$ cat config.mk
export PLATFORM = sky130hd
export DESIGN_NAME = cntr_sweep_ctrl
export DESIGN_NICKNAME = d
export VERILOG_FILES = /design/src/rtl/cntr_sweep_ctrl.sv
export SDC_FILE = /design/constraint.sdc
export NUM_CORES = 1
export LEC_CHECK = 0
export CAP_MARGIN = 20
export CORE_ASPECT_RATIO = 2
export CORE_UTILIZATION = 55
export DETAILED_ROUTE_END_ITERATION = 8
export GPL_ROUTABILITY_DRIVEN = 0
export PLACE_DENSITY = 0.84
export SYNTH_ARGS = -nofsm -noshare
export SYNTH_HDL_FRONTEND = slang
export SYNTH_SLANG_ARGS = --single-unit
$ cat constraint.sdc
create_clock -name clk_i -period 3.7 [get_ports clk_i]
set_input_delay 0.555 -clock clk_i [delete_from_list [all_inputs] [get_ports clk_i]]
set_output_delay 0.555 -clock clk_i [all_outputs]
set_load 0.02 [all_outputs]
$ cat src/rtl/cntr_sweep_ctrl.sv
// Triangle-sweep sequencer: drives an up/down counter lo->hi->lo for a
// programmed number of repeats, with optional dwell at both turning points.
module cntr_sweep_ctrl #(
    parameter int WIDTH   = 8,
    parameter int REPS_W  = 8,
    parameter int DWELL_W = 4
) (
    input  logic               clk_i,
    input  logic               rst_n_i,
    input  logic [WIDTH-1:0]   cfg_lo_i,
    input  logic [WIDTH-1:0]   cfg_hi_i,
    input  logic [REPS_W-1:0]  cfg_reps_i,
    input  logic [DWELL_W-1:0] cfg_dwell_i,
    input  logic               start_i,
    input  logic               abort_i,
    output logic [WIDTH-1:0]   cntr_o,
    output logic               dir_o,
    output logic               busy_o,
    output logic [REPS_W-1:0]  sweep_cnt_o,
    output logic               done_o,
    output logic               err_o,
    output logic               abort_o
);

    localparam logic [2:0] IDLE     = 3'd0;
    localparam logic [2:0] LOAD     = 3'd1;
    localparam logic [2:0] UP       = 3'd2;
    localparam logic [2:0] DWELL_HI = 3'd3;
    localparam logic [2:0] DOWN     = 3'd4;
    localparam logic [2:0] DWELL_LO = 3'd5;
    localparam logic [2:0] DONE     = 3'd6;

    localparam logic [WIDTH-1:0]   CNT_ONE = 1;
    localparam logic [REPS_W-1:0]  REP_ONE = 1;
    localparam logic [DWELL_W-1:0] DW_ONE  = 1;

    logic [2:0]         state;
    logic [WIDTH-1:0]   lo_q;
    logic [WIDTH-1:0]   hi_q;
    logic [REPS_W-1:0]  reps_q;
    logic [DWELL_W-1:0] dwell_q;
    logic [DWELL_W-1:0] dwell_cnt;

    logic               bad_cfg;
    logic               can_abort;
    logic               dwell_zero;
    logic [REPS_W-1:0]  sweep_next;

    assign bad_cfg    = (cfg_lo_i >= cfg_hi_i) || (cfg_reps_i == '0);
    assign can_abort  = (state != IDLE) && (state != DONE);
    assign dwell_zero = (dwell_q == '0);
    assign sweep_next = sweep_cnt_o + REP_ONE;

    assign dir_o  = (state == UP);
    assign busy_o = (state != IDLE);
    assign done_o = (state == DONE);

    always_ff @(posedge clk_i) begin
        if (!rst_n_i) begin
            state       <= IDLE;
            lo_q        <= '0;
            hi_q        <= '0;
            reps_q      <= '0;
            dwell_q     <= '0;
            dwell_cnt   <= '0;
            cntr_o      <= '0;
            sweep_cnt_o <= '0;
            err_o       <= 1'b0;
            abort_o     <= 1'b0;
        end else begin
            err_o   <= 1'b0;
            abort_o <= 1'b0;
            // Abort wins over normal sequencing; counter and sweep count freeze.
            if (abort_i && can_abort) begin
                state   <= IDLE;
                abort_o <= 1'b1;
            end else begin
                case (state)
                    IDLE: begin
                        if (start_i) begin
                            if (bad_cfg) begin
                                err_o <= 1'b1;
                            end else begin
                                lo_q        <= cfg_lo_i;
                                hi_q        <= cfg_hi_i;
                                reps_q      <= cfg_reps_i;
                                dwell_q     <= cfg_dwell_i;
                                sweep_cnt_o <= '0;
                                state       <= LOAD;
                            end
                        end
                    end
                    LOAD: begin
                        cntr_o <= lo_q;
                        state  <= UP;
                    end
                    UP: begin
                        if (cntr_o != hi_q) begin
                            cntr_o <= cntr_o + CNT_ONE;
                        end else if (dwell_zero) begin
                            state <= DOWN;
                        end else begin
                            dwell_cnt <= dwell_q - DW_ONE;
                            state     <= DWELL_HI;
                        end
                    end
                    DWELL_HI: begin
                        if (dwell_cnt == '0) state <= DOWN;
                        else dwell_cnt <= dwell_cnt - DW_ONE;
                    end
                    DOWN: begin
                        if (cntr_o != lo_q) begin
                            cntr_o <= cntr_o - CNT_ONE;
                        end else begin
                            sweep_cnt_o <= sweep_next;
                            if (sweep_next == reps_q) begin
                                state <= DONE;
                            end else if (dwell_zero) begin
                                state <= UP;
                            end else begin
                                dwell_cnt <= dwell_q - DW_ONE;
                                state     <= DWELL_LO;
                            end
                        end
                    end
                    DWELL_LO: begin
                        if (dwell_cnt == '0) state <= UP;
                        else dwell_cnt <= dwell_cnt - DW_ONE;
                    end
                    DONE:    state <= IDLE;
                    default: state <= IDLE;
                endcase
            end
        end
    end

endmodule

# ---- Yosys cells after proc, flatten, opt, wreduce, memory -nomap -nowiden
# Cells that the tools add are included.
dict set report totals {
  ff_bits 53
  inputBits 32
  out_inout_bits 21
  word_cells 85
}
dict set report op_classes {
  add_sub_neg 5
  magnitude_cmp 1
  eq_ne 20
  mux 25
  n_bitwise 5
  n_reduce_logical 19
}
# op n
set ops {}
lappend ops {{8-bit two-way mux} 5}
lappend ops {{3-bit two-way mux} 9}
lappend ops {{8-bit one-hot mux with 3 select lines} 1}
lappend ops {{4-bit two-way mux} 5}
lappend ops {{2-bit inequality test, second input constant} 9}
lappend ops {{3-bit one-hot mux with 6 select lines} 1}
lappend ops {{8-bit by 1-bit adder with 8-bit output, second input constant} 2}
lappend ops {{8-bit inequality test} 2}
lappend ops {{8-bit one-hot mux with 2 select lines} 1}
lappend ops {{4-bit one-hot mux with 3 select lines} 1}
lappend ops {{6-bit AND reduction} 2}
lappend ops {{3-bit == test, second input constant} 3}
lappend ops {{3-bit nonzero test} 3}
lappend ops {{8-bit == test} 1}
lappend ops {{8-bit greater-or-equal comparator} 1}
lappend ops {{4-bit logical NOT} 2}
lappend ops {{8-bit logical NOT} 1}
lappend ops {{4-bit AND reduction} 2}
lappend ops {{4-bit by 1-bit subtractor with 4-bit output, second input constant} 2}
lappend ops {{8-bit by 1-bit subtractor with 8-bit output, second input constant} 1}
lappend ops {{3-bit by 2-bit == test with 1-bit output, second input constant} 2}
lappend ops {{1-bit NOT} 5}
lappend ops {{5-bit AND reduction} 1}
lappend ops {{2-bit OR reduction} 2}
lappend ops {{other kinds (9)} 11}

# ---- Logic depth before layout (Yosys ltp)
# Gate-level depths: netlist of the first run.
dict set report logic_depth {
  depth_word 5
  ltp_mapped 13
  depth_no_buf 11
}

# ---- Least setup slack after synthesis of the first run
# Ideal clock, no wire load.
dict set report synth_path {
  path_kind {register to register}
  startpoint {register state[2]}
  endpoint {register cntr_o[7]}
  setup_time_ns 0.133
  arrival_time_ns 2.526
  required_time_ns 3.567
  path_slack_ns 1.041
  path_stages_with_launch 14
  path_buffers 2
  synth_period_minus_slack_ns 2.659
  path_cell_list {dfxtp_1 buf_6 nand2b_1 nand2b_1 buf_2 inv_2 ha_1 a21o_1 a21oi_1 o21ai_0 a2111oi_2 o21a_1 nand4bb_1 a31oi_1}
}
dict set report synth_via {
  elab_chain_cells 5
  elab_cells_between_ends 13
  classes_between {eq/ne (6); mux (1); bitwise (1); reduce/logical (5)}
}
# element line
set synth_lines {}
lappend synth_lines {{start, declared} 37} ;# logic [2:0] state;
lappend synth_lines {{start signal, assigned} 60} ;# state <= IDLE;
lappend synth_lines {{start signal, assigned} 75} ;# state <= IDLE;
lappend synth_lines {{start signal, assigned} 89} ;# state <= LOAD;
lappend synth_lines {{3-bit inequality test or 3-bit nonzero test (tied branches)} 50} ;# assign can_abort = (state != IDLE) && (state != DONE);
lappend synth_lines {{1-bit logical AND} 50}
lappend synth_lines {{1-bit logical AND} 74} ;# if (abort_i && can_abort) begin
lappend synth_lines {{1-bit NOT (no source line)} n/a}
lappend synth_lines {{4-bit AND reduction (no source line)} n/a}
lappend synth_lines {{end signal, assigned} 94} ;# cntr_o <= lo_q;
lappend synth_lines {{end signal, assigned} 99} ;# cntr_o <= cntr_o + CNT_ONE;
lappend synth_lines {{end signal, assigned} 113} ;# cntr_o <= cntr_o - CNT_ONE;
lappend synth_lines {{end, declared} 16} ;# output logic [WIDTH-1:0] cntr_o,
# Several ways; a longest one is shown, not always the timed one.
# A chain may end at the register's enable or synchronous reset.

# ---- Final worst setup path of the first run
# Ends and elaborated chain as after synthesis.

==> results of run 1 <==
==> where the power goes <==
| part | switching, W | total [W] | leakage, nW | internal (W) |
|---|---|---|---|---|
| Clock | 0.000217 | 0.000538 | 0.0810 | 0.000321 |
| Sequential | 0.000156 | 0.000821 | 0.431 | 0.000665 |
| Combinational | 0.000591 | 0.00108 | 1.17 | 0.000487 |
| Total | 0.000964 | 0.00244 | 1.69 | 0.00147 |
==> registers in the layout (all words and copies together), names as in the netlist <==
register,flops
sweep_cnt_o,8
dwell_cnt,4
lo_q,8
hi_q,8
dwell_q,4
abort_o,1
cntr_o,8
err_o,1
state,3
reps_q,8
==> Yosys cell counts (3+ instances only) <==
library cell  instances
mux2i_1              36
dfxtp_1              53
nand3_1              15
a21o_1                5
buf_6                 4
o221a_2               3
nand2_1              24
nand2b_1              3
a31oi_1               6
and3_1                3
o211a_1               3
inv_1                19
nand4_1               4
clkbuf_1              6
o21a_1                3
o21ai_1               4
nor4_1                3
o211ai_1              6
buf_2                 7
xor2_1               15
or3_1                 4
nor3_1                8
o21ai_0               8
nor2_1               54
o31ai_1               3
buf_4                 5
xnor2_1              12
ha_1                 17
a21oi_1              20
==> cell type report <==
class	instances	area, sq um
fill	492	1880
timing repair buffer	55	556
clock buffer	6	129
multi-input combinational	302	2210
sequential	53	1060
tap	84	105
clock inverter	2	38.8
inverter	22	82.6
==> worst reg2reg max path: cells and delay by family (launching register included) <==
kind | cells | cell delay, ns
flops | 1 | 0.65
simple gates | 4 | 0.69
compound gates | 5 | 1.17
buf+inv | 1 | 0.25
fa+ha+maj | 1 | 0.30
==> routing by layer <==
| layer | up-vias | wire length (um) | track usage (%) |
|---|---|---|---|
| met5 | - | 0 | 0 |
| met4 | 0 | 574 | 20.8 |
| met3 | 44 | 318 | 3.39 |
| met2 | 119 | 4850 | 52.2 |
| met1 | 1496 | 3150 | 26.8 |
| li1 | 1509 | - | - |
==> logic make-up after synthesis <==
logic type | synth area share, %
multiplexers | 10.4
adder cells (fa/ha/maj) | 6.70
buffers and inverters | 6.41
flip-flops | 30.5
XOR/XNOR | 8.06
AO/OA/AOI/OAI | 19.1
AND/OR/NAND/NOR | 18.9
==> stage by stage <==
step	setup slack (ns)	hold slack [ns]	utilization, %
2_1_floorplan	1.04	0.479	-
3_3_place_gp	0.730	0.504	66.2
3_5_place_dp	0.629	0.519	66.2
4_1_cts	0.632	0.533	69.0
5_1_grt	0.399	0.554	69.0
6_report	0.577	0.533	69.0
==> worst min-delay path by stage <==
stage / from / endpoint / slack, ns / cells past startpoint
global placement: dwell_cnt[3] / dwell_cnt[3] / 0.50 / 2
global route: reps_q[0] / reps_q[0] / 0.55 / 2
finish: reps_q[0] / reps_q[0] / 0.53 / 2
detailed placement: hi_q[3] / hi_q[3] / 0.52 / 2
CTS: dwell_cnt[2] / dwell_cnt[2] / 0.53 / 2
floorplan: lo_q[4] / cntr_o[4] / 0.48 / 2
==> impl_metrics.env, run 1 <==
export IMPL_synth_cells=399
export IMPL_dieArea_sq_um=6660
export IMPL_fin_nets=489
export IMPL_grt_pass1_wl_um=14200
export IMPL_crit_end="cntr_o[7]"
export IMPL_syn_nets=449
export IMPL_relSlewSlack_pct=44.0
export IMPL_cp_num_buf_inv=1
export IMPL_rows=40
export IMPL_hold_path_class="register to register"
export IMPL_root_buffer="clkbuf_16"
export IMPL_leakagePower_nw=1.69
export IMPL_avgSynthCellArea_sq_um=8.71
export IMPL_r2r_setup_slack_ns=0.58
export IMPL_synth_top_area_share_pct=30.5
export IMPL_synth_cell_type_count=67
export IMPL_die_y_um=114
export IMPL_viasPerCell=6.05
export IMPL_path_cells="nand2b_1 -> nand2b_1 -> inv_2 -> ha_1 -> a21o_1 -> a21oi_1 -> o21ai_0 -> a2111oi_2 -> nor3_1 -> nand4bb_1 -> a31oi_1"
export IMPL_grt_usage_pct=28.0
export IMPL_wl_per_cell_um=17.0
export IMPL_ys_top_cells_by_area="dfxtp_1, mux2i_1, ha_1"
export IMPL_ys_warn_count=0
export IMPL_num_vias=3168
export IMPL_maxSlewViolCount=0
export IMPL_numCtsBuffers=5
export IMPL_clk_path_buf_depth=2
export IMPL_maxCapViolCount=0
export IMPL_ys_flop_type="dfxtp_1"
export IMPL_rr_worst_depth=11
export IMPL_path_class="register to register"
export IMPL_mostFrequentLayoutCells="nor2_1, dfxtp_1, clkdlybuf4s50_1, mux2i_1, nand2_1"
export IMPL_cts_resized=0
export IMPL_end_kind="register"
export IMPL_finalCritPeriodShare_pct=84.4
export IMPL_layout_commonest_cell="nor2_1"
export IMPL_dp_cells=516
export IMPL_finalClockSkew_ns=0.00440
export IMPL_diodes=0
export IMPL_startpoint="state[2]"
export IMPL_crit_family="compound AO/OA/AOI/OAI gates"
export IMPL_cp_num_cells=11
export IMPL_port_buffers=52
export IMPL_arrival_ns=3.35
export IMPL_final_cell_area_sq_um=4180
export IMPL_synth_seq_cells=53
export IMPL_hold_viol=0
export IMPL_insertion_delay_ns=0.30
export IMPL_drc=0
export IMPL_yosysTopAreaCell="dfxtp_1"
export IMPL_seq_area_frac_synth_pct=30.5
export IMPL_start_util_pct=57.4
export IMPL_crit_path_max_fanout=15
export IMPL_crit_path_max_incr_delay_ns=0.65
export IMPL_htree_levels=2
export IMPL_io_pins=53
export IMPL_tightestPinTransition_ns=0.837
export IMPL_hpwl_um=6800
export IMPL_period_needed_ns=3.12
export IMPL_postRouteAntennaNets=0
export IMPL_post_dp_cell_area_sq_um=4010
export IMPL_wl_um=8900
export IMPL_final_cells=524
export IMPL_dr_pass1_iters=5
export IMPL_cp_data_required_time_ns=3.93
export IMPL_fin_tns_setup_ns=0
export IMPL_core_area_sq_um=6060
export IMPL_area_growth_pct=20.2
export IMPL_power_density_nw_per_um2=583
export IMPL_status="finished clean"
export IMPL_cts_hold_buffers=0
export IMPL_setup_viol=0
export IMPL_total_power_w=0.00244
export IMPL_grt_max_degree=28
export IMPL_cts_sinks=53
export IMPL_grt_overflow_total=0
export IMPL_drive_gt1_share_pct=8.41
export IMPL_r2r_end="cntr_o[7]"
export IMPL_first_iter_violations=201
export IMPL_r2r_start="state[2]"
export IMPL_cts_tree="done"
export IMPL_synth_edf_count=0
export IMPL_synthArstFlopShare_pct=0
export IMPL_fmax_ghz=0.320
export IMPL_critPathLaunchType="register"
export IMPL_rsz0062_at_grt="no"
export IMPL_grt_pass1_vias=3055
export IMPL_crit_top_cell="nand2b_1"
export IMPL_grt_antenna_before_repair=0
export IMPL_vdd_drop_max_v=0.000359
export IMPL_cts_setup_buffers=0
export IMPL_clk_pin_slew_worst_paths_ns=0.07
export IMPL_slowest_stage="dfxtp_1"
export IMPL_synth_area_sq_um=3480
export IMPL_dieWidth_um=58.2
No activity file was read; power rests on OpenSTA's default activity.
==> inputs of run 2 (changes only) <==
Settings changed: CORE_UTILIZATION 55 to 49, PLACE_DENSITY 0.84 to 0.79.
Clock period 3.7 ns to 2.85 ns, I/O delays scaled along.
==> impl_metrics.env, run 2 (synthesis gave the netlist of run 1 again) <==
export IMPL_route_met2_wl_um=5100
export IMPL_leakagePower_nw=1.74
export IMPL_num_vias=3192
export IMPL_cp_data_required_time_ns=3.03
export IMPL_htree_levels=2
export IMPL_dr_max_layer_used="met4"
export IMPL_switching_power_w=0.00128
export IMPL_crit_path_max_incr_delay_ns=0.47
export IMPL_wl_um=9330
export IMPL_crit_family="compound AO/OA/AOI/OAI gates"
export IMPL_slowest_stage="dfxtp_1"
export IMPL_cp_num_buf_inv=0
export IMPL_cts_setup_buffers=0
export IMPL_finalCritPeriodShare_pct=89.4
export IMPL_grt_overflow_total=0
export IMPL_m1WireLength_um=3160
export IMPL_crit_path_max_fanout=8
export IMPL_dr_pass1_iters=4
export IMPL_viasPerCell=5.90
export IMPL_p_clk_share_pct=22.4
export IMPL_first_iter_violations=173
export IMPL_rows=43
export IMPL_power_frac_seq_pct=31.8
export IMPL_end_kind="register"
export IMPL_rsz0062_at_grt="no"
export IMPL_fin_tns_setup_ns=0
export IMPL_seq_area_sq_um=1060
export IMPL_cts_tree="done"
export IMPL_cts_resized=0
export IMPL_maxCapViolCount=0
export IMPL_core_area_sq_um=6890
export IMPL_grt_pass1_wl_um=15400
export IMPL_io_pins=53
export IMPL_netSwitchingFraction_pct=39.7
export IMPL_post_dp_cell_area_sq_um=4090
export IMPL_clk_pin_slew_worst_paths_ns=0.08
export IMPL_r2r_start="sweep_cnt_o[1]"
export IMPL_postRouteAntennaNets=0
export IMPL_final_cells=541
export IMPL_tightestPinTransition_ns=0.806
export IMPL_layout_commonest_cell="nor2_1"
export IMPL_r2r_setup_slack_ns=0.30
export IMPL_path_class="register to register"
export IMPL_min_delay_start="hi_q[4]"
export IMPL_relSlewSlack_pct=46.1
export IMPL_numCtsBuffers=5
export IMPL_diodes=0
export IMPL_arrival_ns=2.73
export IMPL_grt_usage_pct=28.0
export IMPL_hold_path_class="register to register"
export IMPL_multi_input_area_sq_um=2210
export IMPL_hpwl_um=7240
export IMPL_utilization_pct=61.9
export IMPL_cts_sinks=53
export IMPL_maxSlewViolCount=0
export IMPL_drc=0
export IMPL_die_y_um=121
export IMPL_hold_path_end="hi_q[4]"
export IMPL_wl_per_cell_um=17.2
export IMPL_rr_worst_depth=8
export IMPL_clk_path_buf_depth=2
export IMPL_internal_power_w=0.00194
export IMPL_critPathLaunchType="register"
export IMPL_fmax_ghz=0.392
export IMPL_setup_viol=0
export IMPL_fin_nets=500
export IMPL_port_buffers=52
export IMPL_final_cell_area_sq_um=4260
export IMPL_period_needed_ns=2.55
export IMPL_drive_gt1_share_pct=10.9
export IMPL_dp_cells=533
export IMPL_path_cells="ha_1 -> nand3_2 -> or3_1 -> o211ai_2 -> a32oi_2 -> o31ai_4 -> mux2i_1 -> nor2_1"
export IMPL_root_buffer="clkbuf_16"
export IMPL_cts_hold_buffers=0
export IMPL_start_util_pct=50.5
export IMPL_power_density_nw_per_um2=755
export IMPL_p_comb_share_pct=45.8
export IMPL_hold_depth=2
export IMPL_grt_antenna_before_repair=0
export IMPL_wl_met3_um=339
export IMPL_grt_pass1_vias=3311
export IMPL_area_growth_pct=22.6
export IMPL_insertion_delay_ns=0.30
export IMPL_finalClockSkew_ns=0.00956
export IMPL_r2r_end="dwell_cnt[1]"
export IMPL_vdd_drop_max_v=0.000462
export IMPL_mostFrequentLayoutCells="nor2_1, dfxtp_1, clkdlybuf4s50_1, mux2i_1, nand2_1"
export IMPL_status="finished clean"
export IMPL_grt_max_degree=36
export IMPL_dieWidth_um=61.6
export IMPL_dieArea_sq_um=7450
export IMPL_hold_viol=0
export IMPL_fillers=662
-- run 2: cell types whose count changed in the layout (fill, tap and decap cells not counted) --
cell / change
buf_12: -1
buf_4: +12
clkbuf_1: -1
clkinv_4: -1
inv_6: +2
-- run 2: worst max path at each step --
stage / startpoint / endpoint / slack, ns / cells past startpoint
2_1_floorplan: state[2] / cntr_o[7] / 0.19 / 13
3_3_place_gp: cfg_lo_i[0] / lo_q[0] / 0.14 / 11
3_5_place_dp: cfg_hi_i[7] / dwell_q[1] / 0.04 / 9
4_1_cts: state[0] / cntr_o[7] / 0.32 / 11
5_1_grt: state[0] / cntr_o[6] / 0.03 / 11
6_report: sweep_cnt_o[1] / dwell_cnt[1] / 0.30 / 8
-- run 2: power by group through the flow --
stage	Combinational [W]	Sequential, W	Clock [W]
2_1_floorplan	0.00105	0.00102	0
3_3_place_gp	0.00141	0.00103	0
3_5_place_dp	0.00145	0.00104	0
4_1_cts	0.00146	0.00102	0.000726
5_1_grt	0.00161	0.00104	0.000748
6_report	0.00147	0.00102	0.000721
-- run 2: worst reg2reg max path, cell delays in order (launching register included) --
cell      delay (ns)
dfxtp_1         0.47
ha_1            0.39
nand3_2         0.15
or3_1           0.39
o211ai_2        0.19
a32oi_2         0.11
o31ai_4         0.40
mux2i_1         0.27
nor2_1          0.06
-- run 2: final cells by class --
class,count,area share [%]
Tap cell,90,2.64
Clock buffer,5,2.94
Multi-Input combinational cell,302,51.8
Timing Repair Buffer,66,14.7
Inverter,22,1.94
Clock inverter,3,1.12
Sequential cell,53,24.9
-- run 2: routing by layer --
layer  up-vias  track usage (%)
met3        48             5.12
met2       110             48.9
li1       1524                -
met5         -                0
met4         0             22.6
met1      1510             26.5
-- run 2: through the flow --
step           hold slack, ns  setup slack [ns]  power [W]
3_3_place_gp            0.501             0.137    0.00244
5_1_grt                 0.561            0.0348    0.00340
2_1_floorplan           0.479             0.191    0.00207
6_report                0.524             0.302    0.00322
4_1_cts                 0.530             0.318    0.00321
3_5_place_dp            0.512            0.0427    0.00249
==> inputs of run 3 (changes only) <==
Settings changed: CORE_UTILIZATION 49 to 32, PLACE_DENSITY 0.79 to 0.57.
==> impl_metrics.env, run 3 (synthesis gave the netlist of run 1 again) <==
export IMPL_status="finished clean"
export IMPL_numCtsBuffers=5
export IMPL_cts_resized=0
export IMPL_wl_um=10000
export IMPL_power_density_nw_per_um2=728
export IMPL_maxSlewViolCount=0
export IMPL_grt_usage_pct=18.8
export IMPL_path_class="input pin to register"
export IMPL_finalClockSkew_ns=0.00647
export IMPL_clk_pin_slew_worst_paths_ns=0.07
export IMPL_grt_antenna_before_repair=0
export IMPL_port_buffers=52
export IMPL_setup_viol=0
export IMPL_r2r_end="cntr_o[7]"
export IMPL_min_delay_start="hi_q[7]"
export IMPL_drive_gt1_share_pct=11.1
export IMPL_maxCapViolCount=0
export IMPL_cts_setup_buffers=0
export IMPL_core_area_sq_um=10500
export IMPL_pre_cts_ws_ns=-0.0645
export IMPL_drc=0
export IMPL_area_growth_pct=24.5
export IMPL_fin_ws_ns=0.273
export IMPL_r2r_start="state[0]"
export IMPL_insertion_delay_ns=0.30
export IMPL_rows=53
export IMPL_hold_depth=2
export IMPL_arrival_ns=2.76
export IMPL_grt_max_degree=41
export IMPL_cts_sinks=53
export IMPL_cts_tree="done"
export IMPL_num_vias=3123
export IMPL_mostFrequentLayoutCells="nor2_1, dfxtp_1, clkdlybuf4s50_1, mux2i_1, nand2_1"
export IMPL_tightestPinTransition_ns=0.488
export IMPL_dr_pass1_iters=4
export IMPL_path_cells="clkdlybuf4s50_1 -> inv_1 -> ha_1 -> nand2b_1 -> a21o_1 -> a21oi_1 -> o21ai_1 -> a31oi_4 -> buf_12 -> mux2i_1 -> nor2_1"
export IMPL_io_pins=53
export IMPL_clk_path_buf_depth=2
export IMPL_utilization_pct=41.1
export IMPL_dieArea_sq_um=11300
export IMPL_hold_path_end="hi_q[7]"
export IMPL_grt_overflow_total=0
export IMPL_dieWidth_um=75.7
export IMPL_wl_per_cell_um=17.0
export IMPL_htree_levels=2
export IMPL_grt_pass1_vias=3013
export IMPL_startpoint="cfg_lo_i[0]"
export IMPL_rr_worst_depth=11
export IMPL_postRouteAntennaNets=0
export IMPL_hold_viol=0
export IMPL_hold_path_class="register to register"
export IMPL_root_buffer="clkbuf_16"
export IMPL_vdd_drop_max_v=0.000285
export IMPL_cts_hold_buffers=0
export IMPL_relSlewSlack_pct=67.2
export IMPL_cp_data_required_time_ns=3.04
export IMPL_end_kind="register"
export IMPL_diodes=0
export IMPL_fin_nets=502
export IMPL_hpwl_um=7850
export IMPL_crit_path_max_fanout=26
export IMPL_period_needed_ns=2.58
export IMPL_fmax_ghz=0.388
export IMPL_layout_commonest_cell="nor2_1"
export IMPL_first_iter_violations=123
export IMPL_start_util_pct=33.0
export IMPL_finalCritPeriodShare_pct=90.4
export IMPL_viasPerCell=5.30
export IMPL_r2r_setup_slack_ns=0.31
export IMPL_slowest_stage="clkdlybuf4s50_1"
export IMPL_critPathLaunchType="input pin"
export IMPL_crit_path_max_incr_delay_ns=0.48
export IMPL_rsz0062_at_grt="no"
export IMPL_die_y_um=149
export IMPL_leakagePower_nw=1.74
export IMPL_grt_pass1_wl_um=15600
==> run 3: cell count changes in the layout (fill, tap and decap cells not counted), sizes merged <==
cell / delta
clkinvlp: +1
clkinv: +1
inv: -2
bufinv: -1
buf: +2
==> run 3: report_power, final <==
| part | leakage [nW] | internal (W) | switching [W] |
|---|---|---|---|
| Clock | 0.0659 | 0.000323 | 0.000296 |
| Sequential | 0.431 | 0.000863 | 0.000164 |
| Combinational | 1.24 | 0.000682 | 0.000824 |
==> run 3: per-stage QoR <==
stage	total power, W	setup TNS (ns)	instance area, sq um	hold WS, ns	instances
detailed placement	0.00255	-0.711	4190	0.521	582
CTS	0.00317	0	4330	0.539	589
global route	0.00333	0	4330	0.579	589
global placement	0.00252	-0.0363	4190	0.503	582
finish	0.00315	0	4330	0.540	589
floorplan	0.00207	0	3480	0.479	399
==> run 3: final cells by class <==
cell class	instances	area [sq um]
fillers	1073	6210
flip-flops and latches	53	1060
multi-input cells	302	2210
well taps	137	171
clock buffers	5	125
repair buffers	68	666
inverters	22	82.6
clock inverters	2	16.3
==> run 3: worst max path at each step <==
| stage | endpoint | cells past startpoint | slack [ns] |
|---|---|---|---|
| 2_1_floorplan | cntr_o[7] | 13 | 0.19 |
| 3_3_place_gp | state[0] | 9 | -0.04 |
| 3_5_place_dp | state[0] | 9 | -0.06 |
| 4_1_cts | state[0] | 9 | 0.23 |
| 5_1_grt | cntr_o[7] | 11 | 0.08 |
| 6_report | hi_q[3] | 11 | 0.27 |
==> run 3: worst max-delay path: cells and delay by family <==
family | cells | cell delay [ns]
AO/OA/AOI/OAI | 4 | 0.85
adder cells (fa/ha/maj) | 1 | 0.27
buffers and inverters | 3 | 0.77
multiplexers | 1 | 0.23
AND/OR/NAND/NOR | 2 | 0.20
==> run 3: layer usage <==
metal,vias up,GRT usage [%],routed length (um),share of wire [%]
met5,-,0,0,0
met4,0,9.07,393,3.9
met3,17,2.03,252,2.5
met2,74,36.7,5810,58
met1,1505,18.5,3590,36
li1,1527,-,-,-
